<file path="src/rtl/ip_chk_pkg.sv">
// Shared types and constants for the IPv4 header checksum checker.
// Latency: n/a (package only).
// Backpressure: n/a (package only).
//
// Contents: verdict encodings, walker state enum, checksum lane geometry and
// the version/IHL byte that identifies an option-less IPv4 header.
package ip_chk_pkg;

  localparam int CSUM_W     = 16;  // ones'-complement word width
  localparam int CSUM_LANES = 4;   // 16-bit words per 64-bit beat

  localparam logic [7:0]        IPV4_VER_IHL = 8'h45;
  localparam logic [CSUM_W-1:0] CSUM_GOOD    = 16'hFFFF;

  typedef enum logic [1:0] {
    CHK_OK       = 2'd0,
    CHK_BAD_CSUM = 2'd1,
    CHK_NOT_V4   = 2'd2,
    CHK_RUNT     = 2'd3
  } chk_status_t;

  typedef enum logic [2:0] {
    S_PRE,
    S_HDR0,
    S_HDR1,
    S_HDR2,
    S_BODY
  } state_t;

endpackage

</file>
<file path="src/rtl/ip_csum_acc4.sv">
// Adds up to four 16-bit words into a 16-bit ones'-complement accumulator.
// Latency: 0 cycles, purely combinational.
// Backpressure: none; the caller decides when the result is committed.
//
// Ports:
//   acc_i   running folded sum
//   word_i  four candidate words, lane 3 = most significant 16 bits of a beat
//   en_i    per-lane enable; disabled lanes contribute zero
//   sum_o   double-folded 16-bit ones'-complement sum
module ip_csum_acc4
  import ip_chk_pkg::*;
(
  input  logic [CSUM_W-1:0]                 acc_i,
  input  logic [CSUM_LANES-1:0][CSUM_W-1:0] word_i,
  input  logic [CSUM_LANES-1:0]             en_i,
  output logic [CSUM_W-1:0]                 sum_o
);

  // Five 16-bit operands fit in 19 bits.
  logic [CSUM_W+2:0] raw;
  logic [CSUM_W:0]   t;

  always_comb begin
    raw = {3'b000, acc_i};
    for (int k = 0; k < CSUM_LANES; k++) begin
      if (en_i[k]) begin
        raw = raw + {3'b000, word_i[k]};
      end
    end
    // First fold can itself carry out of bit 15; the second fold absorbs
    // that single carry and cannot overflow again.
    t     = {1'b0, raw[CSUM_W-1:0]} + {{(CSUM_W-2){1'b0}}, raw[CSUM_W+2:CSUM_W]};
    sum_o = t[CSUM_W-1:0] + {{(CSUM_W-1){1'b0}}, t[CSUM_W]};
  end

endmodule

</file>
<file path="src/rtl/ip_hdr_checksum_check.sv">
// Verifies the IPv4 header checksum of each packet flowing past on a 64-bit stream.
// Latency: data 0 cycles (wire pass-through); verdict strobe 1 cycle after the tlast beat.
// Backpressure: none added; i_tready is o_tready, all state holds while no beat occurs.
//
// Ports:
//   clk, reset_n                  clock, synchronous active-low reset
//   i_tdata/i_tlast/i_tvalid      upstream stream (big-endian, byte 0 in [63:56])
//   i_tready                      copy of o_tready
//   o_tdata/o_tlast/o_tvalid      combinational copies of the upstream stream
//   o_tready                      downstream ready
//   o_chk_valid/o_chk_status      one-cycle verdict strobe and its chk_status_t code
//   o_cnt_ok/o_cnt_bad            OK / BAD_CSUM packet counters
// Build option: define IP_HDR_CHECK_CNT_EN to implement the counters; otherwise
// both counter ports read 0.
module ip_hdr_checksum_check
  import ip_chk_pkg::*;
#(
  parameter int unsigned IP_WORD_OFFSET = 2
) (
  input  logic        clk,
  input  logic        reset_n,
  input  logic [63:0] i_tdata,
  input  logic        i_tlast,
  input  logic        i_tvalid,
  output logic        i_tready,
  output logic [63:0] o_tdata,
  output logic        o_tlast,
  output logic        o_tvalid,
  input  logic        o_tready,
  output logic        o_chk_valid,
  output logic [1:0]  o_chk_status,
  output logic [31:0] o_cnt_ok,
  output logic [31:0] o_cnt_bad
);

  // With no preamble words the walker idles directly on the first header word.
  localparam state_t START_STATE = (IP_WORD_OFFSET == 0) ? S_HDR0 : S_PRE;

  // Pass-through path.
  assign o_tdata  = i_tdata;
  assign o_tlast  = i_tlast;
  assign o_tvalid = i_tvalid;
  assign i_tready = o_tready;

  logic beat;
  assign beat = i_tvalid & o_tready;

  state_t                   state_q;
  logic [7:0]               pre_cnt_q;
  logic [CSUM_W-1:0]        acc_q;
  logic                     ver_ihl_ok_q;
  logic                     chk_vld_q;
  chk_status_t              chk_status_q;

  logic [CSUM_LANES-1:0][CSUM_W-1:0] lane_word;
  logic [CSUM_LANES-1:0]             lane_en;
  logic [CSUM_W-1:0]                 acc_d;
  chk_status_t                       verdict;

  assign lane_word = i_tdata;

  ip_csum_acc4 u_acc (
    .acc_i  (acc_q),
    .word_i (lane_word),
    .en_i   (lane_en),
    .sum_o  (acc_d)
  );

  // Lane selection and verdict for the current beat. In S_BODY no lane is
  // enabled, so acc_d equals acc_q and one compare serves S_HDR2 and S_BODY.
  always_comb begin
    lane_en = '0;
    verdict = CHK_RUNT;
    case (state_q)
      S_HDR0, S_HDR1: lane_en = 4'b1111;
      S_HDR2:         lane_en = 4'b1100;  // bytes 16-19; low half is payload
      default:        lane_en = '0;
    endcase
    if (state_q == S_HDR2 || state_q == S_BODY) begin
      if (!ver_ihl_ok_q) begin
        verdict = CHK_NOT_V4;
      end else if (acc_d == CSUM_GOOD) begin
        verdict = CHK_OK;
      end else begin
        verdict = CHK_BAD_CSUM;
      end
    end
  end

  always_ff @(posedge clk) begin
    if (!reset_n) begin
      state_q      <= START_STATE;
      pre_cnt_q    <= '0;
      acc_q        <= '0;
      ver_ihl_ok_q <= 1'b0;
      chk_vld_q    <= 1'b0;
      chk_status_q <= CHK_OK;
    end else begin
      chk_vld_q <= beat & i_tlast;
      if (beat && i_tlast) begin
        chk_status_q <= verdict;
      end
      if (beat) begin
        if (i_tlast) begin
          state_q      <= START_STATE;
          pre_cnt_q    <= '0;
          acc_q        <= '0;
          ver_ihl_ok_q <= 1'b0;
        end else begin
          case (state_q)
            S_PRE: begin
              if (pre_cnt_q == 8'(IP_WORD_OFFSET - 1)) begin
                state_q   <= S_HDR0;
                pre_cnt_q <= '0;
              end else begin
                pre_cnt_q <= pre_cnt_q + 8'd1;
              end
            end
            S_HDR0: begin
              ver_ihl_ok_q <= (i_tdata[63:56] == IPV4_VER_IHL);
              acc_q        <= acc_d;
              state_q      <= S_HDR1;
            end
            S_HDR1: begin
              acc_q   <= acc_d;
              state_q <= S_HDR2;
            end
            S_HDR2: begin
              acc_q   <= acc_d;
              state_q <= S_BODY;
            end
            S_BODY:  state_q <= S_BODY;
            default: state_q <= START_STATE;
          endcase
        end
      end
    end
  end

  assign o_chk_valid  = chk_vld_q;
  assign o_chk_status = chk_status_q;

`ifdef IP_HDR_CHECK_CNT_EN
  logic [31:0] cnt_ok_q;
  logic [31:0] cnt_bad_q;

  // Counters advance on the same edge that raises the verdict strobe.
  always_ff @(posedge clk) begin
    if (!reset_n) begin
      cnt_ok_q  <= '0;
      cnt_bad_q <= '0;
    end else if (beat && i_tlast) begin
      if (verdict == CHK_OK) begin
        cnt_ok_q <= cnt_ok_q + 32'd1;
      end
      if (verdict == CHK_BAD_CSUM) begin
        cnt_bad_q <= cnt_bad_q + 32'd1;
      end
    end
  end

  assign o_cnt_ok  = cnt_ok_q;
  assign o_cnt_bad = cnt_bad_q;
`else
  assign o_cnt_ok  = '0;
  assign o_cnt_bad = '0;
`endif

endmodule

</file>
<file path="config.mk">
export PLATFORM = sky130hd
export DESIGN_NAME = ip_hdr_checksum_check
export DESIGN_NICKNAME = d
export VERILOG_FILES = /design/src/rtl/ip_chk_pkg.sv /design/src/rtl/ip_csum_acc4.sv /design/src/rtl/ip_hdr_checksum_check.sv
export SDC_FILE = /design/constraint.sdc
export NUM_CORES = 1
export LEC_CHECK = 0
export ABC_CLOCK_PERIOD_IN_PS = 17480
export BUFFER_PORTS_ARGS = -buffer_cell sky130_fd_sc_hd__buf_2
export CAP_MARGIN = 10
export CORE_MARGIN = 5
export CORE_UTILIZATION = 45
export CTS_CLUSTER_SIZE = 10
export DETAILED_ROUTE_END_ITERATION = 10
export HOLD_SLACK_MARGIN = 0.1
export PLACE_DENSITY_LB_ADDON = 0.25
export SYNTH_ARGS = -nofsm -noshare
export SYNTH_HDL_FRONTEND = slang
export SYNTH_HIERARCHICAL = 1
export SYNTH_SLANG_ARGS = --single-unit
</file>
<file path="constraint.sdc">
create_clock -name clk -period 17.48 [get_ports clk]
set_clock_uncertainty 0.15 [all_clocks]
set_input_delay 3.496 -clock clk [delete_from_list [all_inputs] [get_ports clk]]
set_output_delay 3.496 -clock clk [all_outputs]
set_load 0.02 [all_outputs]
</file>
Yosys cells after proc, flatten, opt, wreduce, memory -nomap -nowiden

Index checks and enable logic that the tools add are counted.
W data, S select, Z words.

Equal/unequal tests: 8
Reduce and logical (&&, ||, !) cells: 13
Mux-type cells: 18
Add/sub/neg operators: 7
Bitwise logic cells: 2

Operators with widths:

| cell                   | number |
|---|---|
| $mux W19               | 4 |
| $add A19 B16 Y19       | 3 |
| $mux W16               | 2 |
| $mux W8                | 3 |
| $add A16 B16 Y17       | 1 |
| $add A16 B3 Y17        | 1 |
| $add A16 B1 Y16        | 1 |
| $eq A16 B16 Y1 const B | 1 |
| $pmux W3 S4            | 1 |
| $add A8 B1 Y8 const B  | 1 |
| $eq A8 B1 Y1 const B   | 1 |
| $eq A8 B7 Y1 const B   | 1 |
| $pmux W4 S2            | 1 |
| $reduce_and A2 Y1      | 4 |
| $eq A3 B2 Y1 const B   | 2 |
| $mux W3                | 2 |
| $reduce_bool A2 Y1     | 3 |
| $mux W2                | 2 |
| $reduce_or A2 Y1       | 2 |
| $eq A3 B1 Y1 const B   | 1 |
| $eq A3 B3 Y1 const B   | 1 |
| $logic_not A3 Y1       | 1 |
| $mux W1                | 3 |
| $ne A3 B3 Y1 const B   | 1 |
| other kinds (4)        | 5 |

Register bits: 31
Input bits: 69

Logic depth before layout (Yosys ltp)

Gate-level depths: netlist (run 1).

Depth after elaboration: 16
Depth in mapped cells: 57
Depth with buffers taken out: 54

Modules after synthesis

The synthesis (run 1) kept the hierarchy.

Modules (own cells, without submodules):

| module                | cells each | area an instance (µm²) | sequential area each (µm²) | instances |
|---|---|---|---|---|
| ip_csum_acc4          | 726        | 5117.4                 | 0.0                        | 1 |
| ip_hdr_checksum_check | 291        | 2472.4                 | 620.6                      | 1 |

Worst setup path before layout (run 1)

Ideal clock, no wire load.

Kind: input -> register
From: input i_tdata[0]
To: register chk_status_q[0] (netlist: o_chk_status[0])
Library setup time: 0.128 ns
Cell stages on the path: 53
Slack: 2.766 ns
Data arrival time: 14.435 ns
Required time: 17.202 ns
Cell sequence: ha_1 > fa_1 > a21oi_1 > mux2i_1 > or4_1 > ha_1 > clkbuf_1 > and2_0 > o21ai_0 > and2_1 > a41o_1 > nor2_1 > inv_1 > ha_1 > a2111oi_0 > o21ai_1 > and2_1 > or4b_1 > (+17 left out) > nand3_1 > or3_4 > or3b_2 > or3_2 > nor4_1 > and2_1 > ha_1 > nand3_1 > nor2_1 > nand4_1 > a31oi_4 > nand4_2 > a2111o_1 > a21oi_2 > xor2_1 > nand4_1 > o41ai_1 > a31oi_1

Cells in the longest elaborated chain, start to end: 14

RTL lines:

| what                 | line                         | source |
|---|---|---|
| from (decl)          | ip_hdr_checksum_check.sv:22  | `input logic [63:0] i_tdata,` |
| $add A16 B16 Y17 *   | ip_csum_acc4.sv:27           | `raw = raw + {3'b000, word_i[k]};` |
| $mux W19 *           | ip_csum_acc4.sv:26           | `if (en_i[k]) begin` |
| $add A19 B16 Y19     | ip_csum_acc4.sv:27           |  |
| $mux W19 *           | ip_csum_acc4.sv:26           |  |
| $add A19 B16 Y19     | ip_csum_acc4.sv:27           |  |
| $mux W19 *           | ip_csum_acc4.sv:26           |  |
| $add A19 B16 Y19     | ip_csum_acc4.sv:27           |  |
| $mux W19 *           | ip_csum_acc4.sv:26           |  |
| $add A16 B3 Y17 *    | ip_csum_acc4.sv:32           | `t = {1'b0, raw[CSUM_W-1:0]} + {{(CSUM_W-2){1'b0}}, raw[CSUM_W+2:CSUM_W]};` |
| $add A16 B1 Y16 *    | ip_csum_acc4.sv:33           | `sum_o = t[CSUM_W-1:0] + {{(CSUM_W-1){1'b0}}, t[CSUM_W]};` |
| via acc_d[15]        | ip_hdr_checksum_check.sv:57  | `logic [CSUM_W-1:0] acc_d;` |
| $eq A16 B16 Y1 *     | ip_hdr_checksum_check.sv:82  | `end else if (acc_d == CSUM_GOOD) begin` |
| $mux W1 *            | ip_hdr_checksum_check.sv:82  |  |
| $mux W2 *            | ip_hdr_checksum_check.sv:80  | `if (!ver_ihl_ok_q) begin` |
| $mux W2 *            | ip_hdr_checksum_check.sv:79  | `if (state_q == S_HDR2 \|\| state_q == S_BODY) begin` |
| to (signal assigned) | ip_hdr_checksum_check.sv:101 | `chk_status_q <= verdict;` |
| to (decl)            | ip_hdr_checksum_check.sv:53  | `chk_status_t chk_status_q;` |

Mark *: on every way through the listed nets, which the timed path passes. The rest lies on a longest branch.
A chain may end at the register's enable or synchronous reset.

Worst setup path after layout (run 1)

Same ends and word-level chain as after synthesis.

==> out/metrics.cfg, run 1 <==
[global_route]
overflow = 0
grt_max_degree = 64
grt_antenna_before_repair = 0
track_usage = 0.2008
grt_pass1_vias = 6345
grt_pass1_wl_mm = 32.82

[cells_and_area]
most-common-layout-cells = 138 x buf_2, 74 x nor2_1, 74 x ha_1, 64 x conb_1, 61 x nand2_1
n_antenna_cell = 0
fin_nets = 1209
fillers = 1708
final_common_cell = buf_2
area_delta_synth_final_pct = 3.149
multiInputGateArea_um2 = 5926
drive_gt1_frac = 0.1902
final_cell_count_no_fill = 1282
seqCellArea_um2 = 620.6

[sta]
max_freq_mhz = 63.53
slew_violations = 0
max-slew-margin-rel = 0.2715
setup_viol_count_final = 0
period_minus_slack_ps = 15740
hold_viol_final = 0
tightest_slew_ps = 1085
rsz0062_at_grt = no
hold_ws_ps = 343.7
fin_crit_sh = 0.9005
tns_ps = 0

[cts]
root_buffer = clkbuf_16
clockBufferDepth = 2
ctsResizeCount = 0
cts_setup_buffers = 0
cts_sinks = 31
clk_pin_slew_worst_paths_ps = 60
ctsHoldBuffers = 0
htree_levels = 2
cts_buffers = 5
clk_latency_ps = 280
cts_tree = built

[setup_path]
crit_fanout = 10
r2r.worst_path.cells = 53
startpoint_type = input pin
crit_path_frequent_cell = ha_1
worst_path_largest_cell_delay_ps = 550
cpMaxStageDelayCell = or3_2
crit_arrival_ps = 15750
critical_path_class = input pin to register
cp.required_ps = 17490
end_kind = register

[routing]
avgViaCountPerCell = 5.653
drtIter0Drc = 512
route.detailed.drc = 0
drtAntennaViolNets = 0
wl_per_cell_um = 16.62
wl_mm = 21.30
drt_pass1_iterations = 5
vias = 7247

[min_path]
hold_depth = 2
min_path_type = register to register

[pwr]
vdd_ir_drop_max_uv = 42.74
power_mw = 0.3034
power.leakage_nw = 3.672
power_density_nw_per_um2 = 38.75

[die]
io-pin-count = 203
core_um2 = 16580
die_w_um = 139.9
initial_utilization = 0.4577
die_area_um2 = 19560
row_count = 47
die_y_um = 139.9

[synth]
ys_seq_elements = 31
ys_seq_area_frac = 0.08177
yosysTopAreaCellShare = 0.1316
synth_area_per_cell_um2 = 7.463
synthCells = 1017
synth_edf_count = 0
yosysTopAreaCell = buf_4
synth_area_leaders = buf_4 13%, ha_1 12%, dfxtp_1 8.2%
synthDistinctLibCells = 101
syn_area_um2 = 7590
ys.flop_type = dfxtp_1
ys_warn_count = 6
async_reset_ff_frac = 0

[status]
outcome = complete, no violations

[run]
drv_cap = 0

[place]
hpwl_mm = 17.49
io_buffers = 138
place_congestion = 0.9339
placed_cells = 1274

==> metal layers <==
| metal | track usage | vias up | share of wire |
|---|---|---|---|
| met5 | 0 | - | 0 |
| met4 | 0.05558 | 0 | 0.025 |
| met3 | 0.02127 | 23 | 0.075 |
| met2 | 0.3188 | 299 | 0.44 |
| met1 | 0.2885 | 3290 | 0.46 |
| li1 | - | 3635 | - |
==> cell usage after synthesis, drive strengths merged (18+ instances only) <==
master / number
nor3: 20
nand2: 61
xnor2: 37
inv: 33
nor2: 74
a22oi: 18
a21oi: 63
o21ai: 63
xor2: 27
a21o: 21
buf: 144
clkbuf: 21
nor2b: 26
dfxtp: 31
ha: 74
nand3: 27
==> area by class of cell <==
cell class	instances	share of cell area
Clock buffer	6	0.01774
Clock inverter	2	0.004475
Inverter	34	0.01630
Tap cell	220	0.03516
Timing Repair Buffer	140	0.09014
Sequential cell	31	0.07927
Multi-Input combinational cell	849	0.7569
==> stage by stage <==
stage               utilization  worst slack (ps)  instance area [um^2]
finish                   0.4721              1739                  7829
global route             0.4721             685.7                  7829
CTS                      0.4721              1753                  7829
detailed placement       0.4616              1475                  7655
global placement         0.4616              1801                  7655
floorplan                     -              2766                  7826
==> report_power, final <==
group / internal [mW] / switching, mW
clock network: 0.0708 / 0.0316
registers: 0.0715 / 0.000872
logic: 0.0444 / 0.0843
total: 0.187 / 0.117
==> worst max-delay path: cells and delay by family <==
| kind | cells | cell delay (ps) |
|---|---|---|
| buffers and inverters | 1 | 100 |
| xor gates and xnor gates | 4 | 640 |
| and+or+nand+nor | 13 | 3170 |
| AOI/OAI and AO/OA | 24 | 5750 |
| muxes | 2 | 370 |
| adders and majority gates | 7 | 2210 |
==> sequential cells by signal (all words and copies together), names as in the netlist <==
name          count
acc_q            16
o_chk_status      2
o_chk_valid       1
pre_cnt_q         8
state_q           3
ver_ihl_ok_q      1
==> cells by family (layout without fill, tap and decap cells) <==
family,after synthesis,after routing,share of synthesized area
simple gates,322,322,0.2313
compound gates,293,293,0.2684
buf+inv,200,182,0.1701
fa+ha+maj,79,79,0.1352
xor+xnor,64,64,0.07385
flops,31,31,0.08177
mux,27,27,0.03890
other cells,1,64,0.0004941
==> final timing paths <==
| path | startpoint | to | slack (ps) |
|---|---|---|---|
| worst max-delay path | i_tdata[0] | o_chk_status[0] | 1740 |
| worst max register to register | state_q[0] | o_chk_status[0] | 4330 |
| worst min register to register | pre_cnt_q[7] | pre_cnt_q[7] | 340 |
| worst min-delay path | pre_cnt_q[7] | pre_cnt_q[7] | 340 |
Power figures use the tool's default switching activity.
==> run 2: changes to the inputs <==
- ABC_CLOCK_PERIOD_IN_PS: 17480 -> 17800
- clock period: 17.48 -> 17.8 ns (I/O delays scaled with it)
==> out/metrics.cfg, run 2 (synthesis gave the netlist of run 1 again) <==
[setup_path]
cp.required_ps = 17810  ; was 17490 ps
cp-endpoint = o_chk_status[0]  ; unchanged
r2r_start = state_q[0]  ; unchanged
r2r_slack_ps = 4510  ; was 4330 ps
cpMaxStageDelayCell = or3_2  ; unchanged
r2r_end = o_chk_status[0]  ; unchanged
crit_fanout = 7  ; was 10
worst_path_largest_cell_delay_ps = 550  ; about the same
crit_family = simple AND/OR/NAND/NOR gates  ; was compound AO/OA/AOI/OAI gates
startpoint_type = input pin  ; unchanged
r2r.worst_path.cells = 53  ; unchanged
critical_path_class = input pin to register  ; unchanged
worstPathBufferInverterCount = 2  ; was 1
crit_path_frequent_cell = ha_1  ; unchanged
cp_num_cells = 53  ; was 51
end_kind = register  ; unchanged
worstSetupStartpoint = i_tdata[0]  ; unchanged
crit_arrival_ps = 15890  ; was 15750 ps

[routing]
drtIter0Drc = 513  ; was 512
drt_pass1_iterations = 5  ; unchanged
vias = 7307  ; was 7247
avgViaCountPerCell = 5.700  ; was 5.653
drtAntennaViolNets = 0  ; unchanged
wl_mm = 21.34  ; was 21.30 mm
wl_per_cell_um = 16.65  ; was 16.62 um
route.detailed.drc = 0  ; unchanged

[sta]
max-slew-margin-rel = 0.2859  ; was 0.2715
setup_viol_count_final = 0  ; unchanged
tns_ps = 0  ; unchanged
fin_crit_sh = 0.8920
max_freq_mhz = 62.98
hold_viol_final = 0  ; unchanged
period_minus_slack_ps = 15880
slew_violations = 0  ; unchanged
tightest_slew_ps = 1064  ; was 1085 ps
rsz0062_at_grt = no  ; unchanged

[cts]
clockBufferDepth = 2  ; unchanged
ctsHoldBuffers = 0  ; unchanged
cts_setup_buffers = 0  ; unchanged
root_buffer = clkbuf_16  ; unchanged
ctsResizeCount = 0  ; unchanged
clk_pin_slew_worst_paths_ps = 60  ; about the same
cts_buffers = 5  ; unchanged
cts_sinks = 31  ; unchanged
clk_latency_ps = 280  ; about the same
htree_levels = 2  ; unchanged
cts_tree = built  ; unchanged

[pwr]
p_switching_mw = 0.1144  ; was 0.1167 mW
intPower_mw = 0.1833  ; was 0.1866 mW
p_comb_frac = 0.425  ; was 0.424
power.leakage_nw = 3.672  ; unchanged
vdd_ir_drop_max_uv = 42.66  ; was 42.74 uV
p_seq_frac = 0.239  ; was 0.238
power_density_nw_per_um2 = 38.02  ; was 38.75 nW/um^2
p_sw_frac = 0.3844  ; was 0.3848
pwr-share-clk = 0.337  ; about the same
power_mw = 0.2977  ; was 0.3034 mW

[cells_and_area]
top_regs = acc_q x16, pre_cnt_q x8, state_q x3  ; unchanged
most-common-layout-cells = 138 x buf_2, 74 x nor2_1, 74 x ha_1, 64 x conb_1, 61 x nand2_1  ; unchanged
fillers = 1714  ; was 1708
seqCellArea_um2 = 620.6  ; unchanged
final_common_cell = buf_2  ; unchanged
postLayoutCoreUtil = 0.4721  ; unchanged
drive_gt1_frac = 0.1902  ; unchanged
final_cell_count_no_fill = 1282  ; unchanged
design_area_um2 = 7829  ; unchanged
area_delta_synth_final_pct = 3.149  ; unchanged
largest-register = acc_q  ; unchanged
fin_nets = 1209  ; unchanged
n_antenna_cell = 0  ; unchanged
multiInputGateArea_um2 = 5926  ; unchanged
largest_register_ff_count = 16  ; unchanged

[global_route]
grt_max_degree = 64  ; unchanged
grt_antenna_before_repair = 0  ; unchanged
grt_pass1_wl_mm = 33.02  ; was 32.82 mm
track_usage = 0.2017  ; was 0.2008
overflow = 0  ; unchanged
grt_pass1_vias = 6448  ; was 6345

[place]
place_area_um2 = 7655  ; unchanged
io_buffers = 138  ; unchanged
place_congestion = 0.9335  ; was 0.9339
hpwl_mm = 17.58  ; was 17.49 mm
placed_cells = 1274  ; unchanged

[die]
initial_utilization = 0.4577  ; unchanged
die_y_um = 139.9  ; unchanged
core_um2 = 16580  ; unchanged
io-pin-count = 203  ; unchanged
die_area_um2 = 19560  ; unchanged
die_w_um = 139.9  ; unchanged
row_count = 47  ; unchanged

[min_path]
min_path_type = register to register  ; unchanged
hold_depth = 1  ; was 2
holdCritStartpoint = ver_ihl_ok_q  ; was pre_cnt_q[7]

[run]
drv_cap = 0  ; unchanged

[status]
outcome = complete, no violations  ; unchanged

## run 2: how the worst min path moves through the flow
| stage | to | slack (ps) |
|---|---|---|
| CTS | o_chk_status[1] | 340 |
| global placement | o_chk_status[1] | 330 |
| floorplan | o_chk_status[1] | 290 |
| global route | pre_cnt_q[7] | 390 |
| detailed placement | o_chk_status[1] | 320 |
| finish | o_chk_status[1] | 340 |
## run 2: routing by layer
metal  share of wire  track usage  wire length, um
met1            0.46       0.2889             9761
met2            0.44       0.3193             9357
met3           0.075      0.02196             1607
met4           0.029      0.05864              612
met5               0            0                0
## run 2: area by class of cell
| cell class | instances | area share |
|---|---|---|
| sequential | 31 | 0.07927 |
| timing repair buffer | 140 | 0.09014 |
| tap | 220 | 0.03516 |
| multi-input combinational | 849 | 0.7569 |
| clock buffer | 6 | 0.01774 |
| inverter | 34 | 0.01630 |
| clock inverter | 2 | 0.004475 |
## run 2: worst reg2reg max path, delay by kind of cell (launching register included)
family / cells / cell delay [ps]
muxes: 1 / 90
adders and majority gates: 5 / 1360
xor gates and xnor gates: 1 / 200
AOI/OAI and AO/OA: 22 / 4630
and+or+nand+nor: 21 / 5300
DFF: 1 / 510
buffers and inverters: 3 / 950
## run 2: metrics by stage
stage	setup WS (ps)	hold WS, ps
after floorplan	3022	286.2
after global placement	2051	327.7
after detailed placement	1696	316.2
after CTS	1985	339.3
after global routing	959.2	389.5
final	1922	341.9
## run 2: power groups by stage
stage / logic (mW) / registers [mW] / clock network [mW]
detailed placement: 0.125 / 0.0725 / 0
global placement: 0.124 / 0.0725 / 0
finish: 0.126 / 0.0710 / 0.100
CTS: 0.125 / 0.0710 / 0.102
global route: 0.138 / 0.0711 / 0.105
floorplan: 0.111 / 0.0725 / 0
==> run 3: changes to the inputs <==
- CAP_MARGIN: 10 -> unset
- CORE_ASPECT_RATIO: unset -> 0.5
==> out/metrics.cfg, run 3 (synthesis gave the netlist of run 1 again) <==
[status]
outcome = complete, no violations  ; unchanged

[cells_and_area]
top_regs = acc_q x16, pre_cnt_q x8, state_q x3  ; unchanged
postLayoutCoreUtil = 0.4737  ; was 0.4721
fillers = 1634  ; was 1714
final_common_cell = buf_2  ; unchanged
fin_nets = 1209  ; unchanged
most-common-layout-cells = 138 x buf_2, 74 x nor2_1, 74 x ha_1, 64 x conb_1, 61 x nand2_1  ; unchanged
largest-register = acc_q  ; unchanged
design_area_um2 = 7804  ; was 7829 um^2
area_delta_synth_final_pct = 2.819  ; was 3.149%
final_cell_count_no_fill = 1289  ; was 1282
largest_register_ff_count = 16  ; unchanged
drive_gt1_frac = 0.1902  ; unchanged
n_antenna_cell = 0  ; unchanged

[sta]
max-slew-margin-rel = 0.2584  ; was 0.2859
hold_viol_final = 0  ; unchanged
period_minus_slack_ps = 16040  ; was 15880 ps
fin_crit_sh = 0.9012  ; was 0.8920
rsz0062_at_grt = no  ; unchanged
setup_viol_count_final = 0  ; unchanged
tns_ps = 0  ; unchanged
max_freq_mhz = 62.34  ; was 62.98 MHz
slew_violations = 0  ; unchanged
tightest_slew_ps = 1105  ; was 1064 ps

[setup_path]
worstSetupStartpoint = i_tdata[0]  ; unchanged
r2r_slack_ps = 4390  ; was 4510 ps
cp.required_ps = 17800  ; was 17810 ps
end_kind = register  ; unchanged
r2r_start = state_q[0]  ; unchanged
worstPathBufferInverterCount = 1  ; was 2
worst_path_largest_cell_delay_ps = 560  ; was 550 ps
cpMaxStageDelayCell = or3_2  ; unchanged
r2r_end = o_chk_status[0]  ; unchanged
crit_arrival_ps = 16050  ; was 15890 ps
r2r.worst_path.cells = 53  ; unchanged
cp-endpoint = o_chk_status[0]  ; unchanged
cp_num_cells = 53  ; unchanged
crit_path_frequent_cell = ha_1  ; unchanged
crit_family = compound AO/OA/AOI/OAI gates  ; was simple AND/OR/NAND/NOR gates
critical_path_class = input pin to register  ; unchanged
crit_fanout = 11  ; was 7
startpoint_type = input pin  ; unchanged

[global_route]
track_usage = 0.2055  ; was 0.2017
grt_max_degree = 64  ; unchanged
overflow = 0  ; unchanged
grt_pass1_wl_mm = 33.40  ; was 33.02 mm
grt_pass1_vias = 6432  ; was 6448
grt_antenna_before_repair = 0  ; unchanged

[cts]
clockBufferDepth = 2  ; unchanged
cts_setup_buffers = 0  ; unchanged
ctsResizeCount = 0  ; unchanged
ctsHoldBuffers = 0  ; unchanged
cts_buffers = 5  ; unchanged
clk_pin_slew_worst_paths_ps = 50  ; was 60 ps
cts_sinks = 31  ; unchanged
clk_latency_ps = 270  ; was 280 ps
cts_tree = built  ; unchanged
htree_levels = 2  ; unchanged
root_buffer = clkbuf_16  ; unchanged

[routing]
vias = 7481  ; was 7307
drtAntennaViolNets = 0  ; unchanged
wl_mm = 22.31  ; was 21.34 mm
drtIter0Drc = 599  ; was 513
drt_pass1_iterations = 5  ; unchanged
route.detailed.drc = 0  ; unchanged
wl_per_cell_um = 17.31  ; was 16.65 um
avgViaCountPerCell = 5.804  ; was 5.700

[die]
die_w_um = 193.7  ; was 139.9 um
die_area_um2 = 19720  ; was 19560 um^2
die_y_um = 101.8  ; was 139.9 um
row_count = 33  ; was 47
io-pin-count = 203  ; unchanged
core_um2 = 16470  ; was 16580 um^2
initial_utilization = 0.4607  ; was 0.4577

[place]
placed_cells = 1281  ; was 1274
io_buffers = 138  ; unchanged
place_area_um2 = 7664  ; was 7655 um^2
hpwl_mm = 18.53  ; was 17.58 mm
place_congestion = 1.010  ; was 0.9335

[pwr]
power.leakage_nw = 3.659  ; was 3.672 nW
power_mw = 0.2793  ; was 0.2977 mW
power_density_nw_per_um2 = 35.79  ; was 38.02 nW/um^2
vdd_ir_drop_max_uv = 29.22  ; was 42.66 uV

[min_path]
min_path_type = register to register  ; unchanged

[run]
drv_cap = 0  ; unchanged

## run 3: changes by cell type in the layout (fill, tap and decap cells not counted), sizes merged
cell,delta
bufinv,-1
clkbuf,-1
clkinv,+2
## run 3: per-layer routing
layer | GRT usage | part of all wire | vias to the layer above
li1 | - | - | 3631
met1 | 0.2988 | 0.46 | 3479
met2 | 0.3251 | 0.43 | 347
met3 | 0.04447 | 0.10 | 24
met4 | 0.02284 | 0.0084 | 0
met5 | 0 | 0 | -
## run 3: worst register-to-register path: cells and delay by family, from the launching register on
kind	cells	cell delay (ps)
xor+xnor	1	200
simple gates	21	5210
buf+inv	3	960
compound gates	22	4790
mux	1	100
flops	1	500
fa+ha+maj	5	1350
## run 3: worst min path at each step
stage                  from  slack (ps)  cells after the start               to
2_1_floorplan  ver_ihl_ok_q         290                      1  o_chk_status[1]
3_3_place_gp   pre_cnt_q[7]         330                      2     pre_cnt_q[7]
3_5_place_dp   pre_cnt_q[7]         340                      2     pre_cnt_q[7]
4_1_cts        pre_cnt_q[7]         350                      2     pre_cnt_q[7]
5_1_grt        pre_cnt_q[7]         360                      2     pre_cnt_q[7]
6_report       ver_ihl_ok_q         340                      1  o_chk_status[1]
## run 3: power by group
| part | switching [mW] | total [mW] | leakage, nW | internal, mW |
|---|---|---|---|---|
| clock | 0.0306 | 0.0815 | 0.0733 | 0.0509 |
| sequential | 0.000784 | 0.0710 | 0.250 | 0.0702 |
| combinational | 0.0833 | 0.127 | 3.33 | 0.0435 |
## run 3: layout make-up
type / count / area [um^2] / area share
clock inverters: 3 / 15.01 / 0.001924
well taps: 227 / 284.0 / 0.03640
multi-input cells: 849 / 5926 / 0.7593
clock buffers: 5 / 125.1 / 0.01603
inverters: 34 / 127.6 / 0.01635
flip-flops and latches: 31 / 620.6 / 0.07953
repair buffers: 140 / 705.7 / 0.09043
## run 3: through the flow
stage | setup slack, ps | hold WS [ps]
2_1_floorplan | 3022 | 286.2
3_3_place_gp | 2148 | 329.9
3_5_place_dp | 1713 | 336.4
4_1_cts | 1947 | 345.2
5_1_grt | 844.8 | 364.0
6_report | 1758 | 343.9
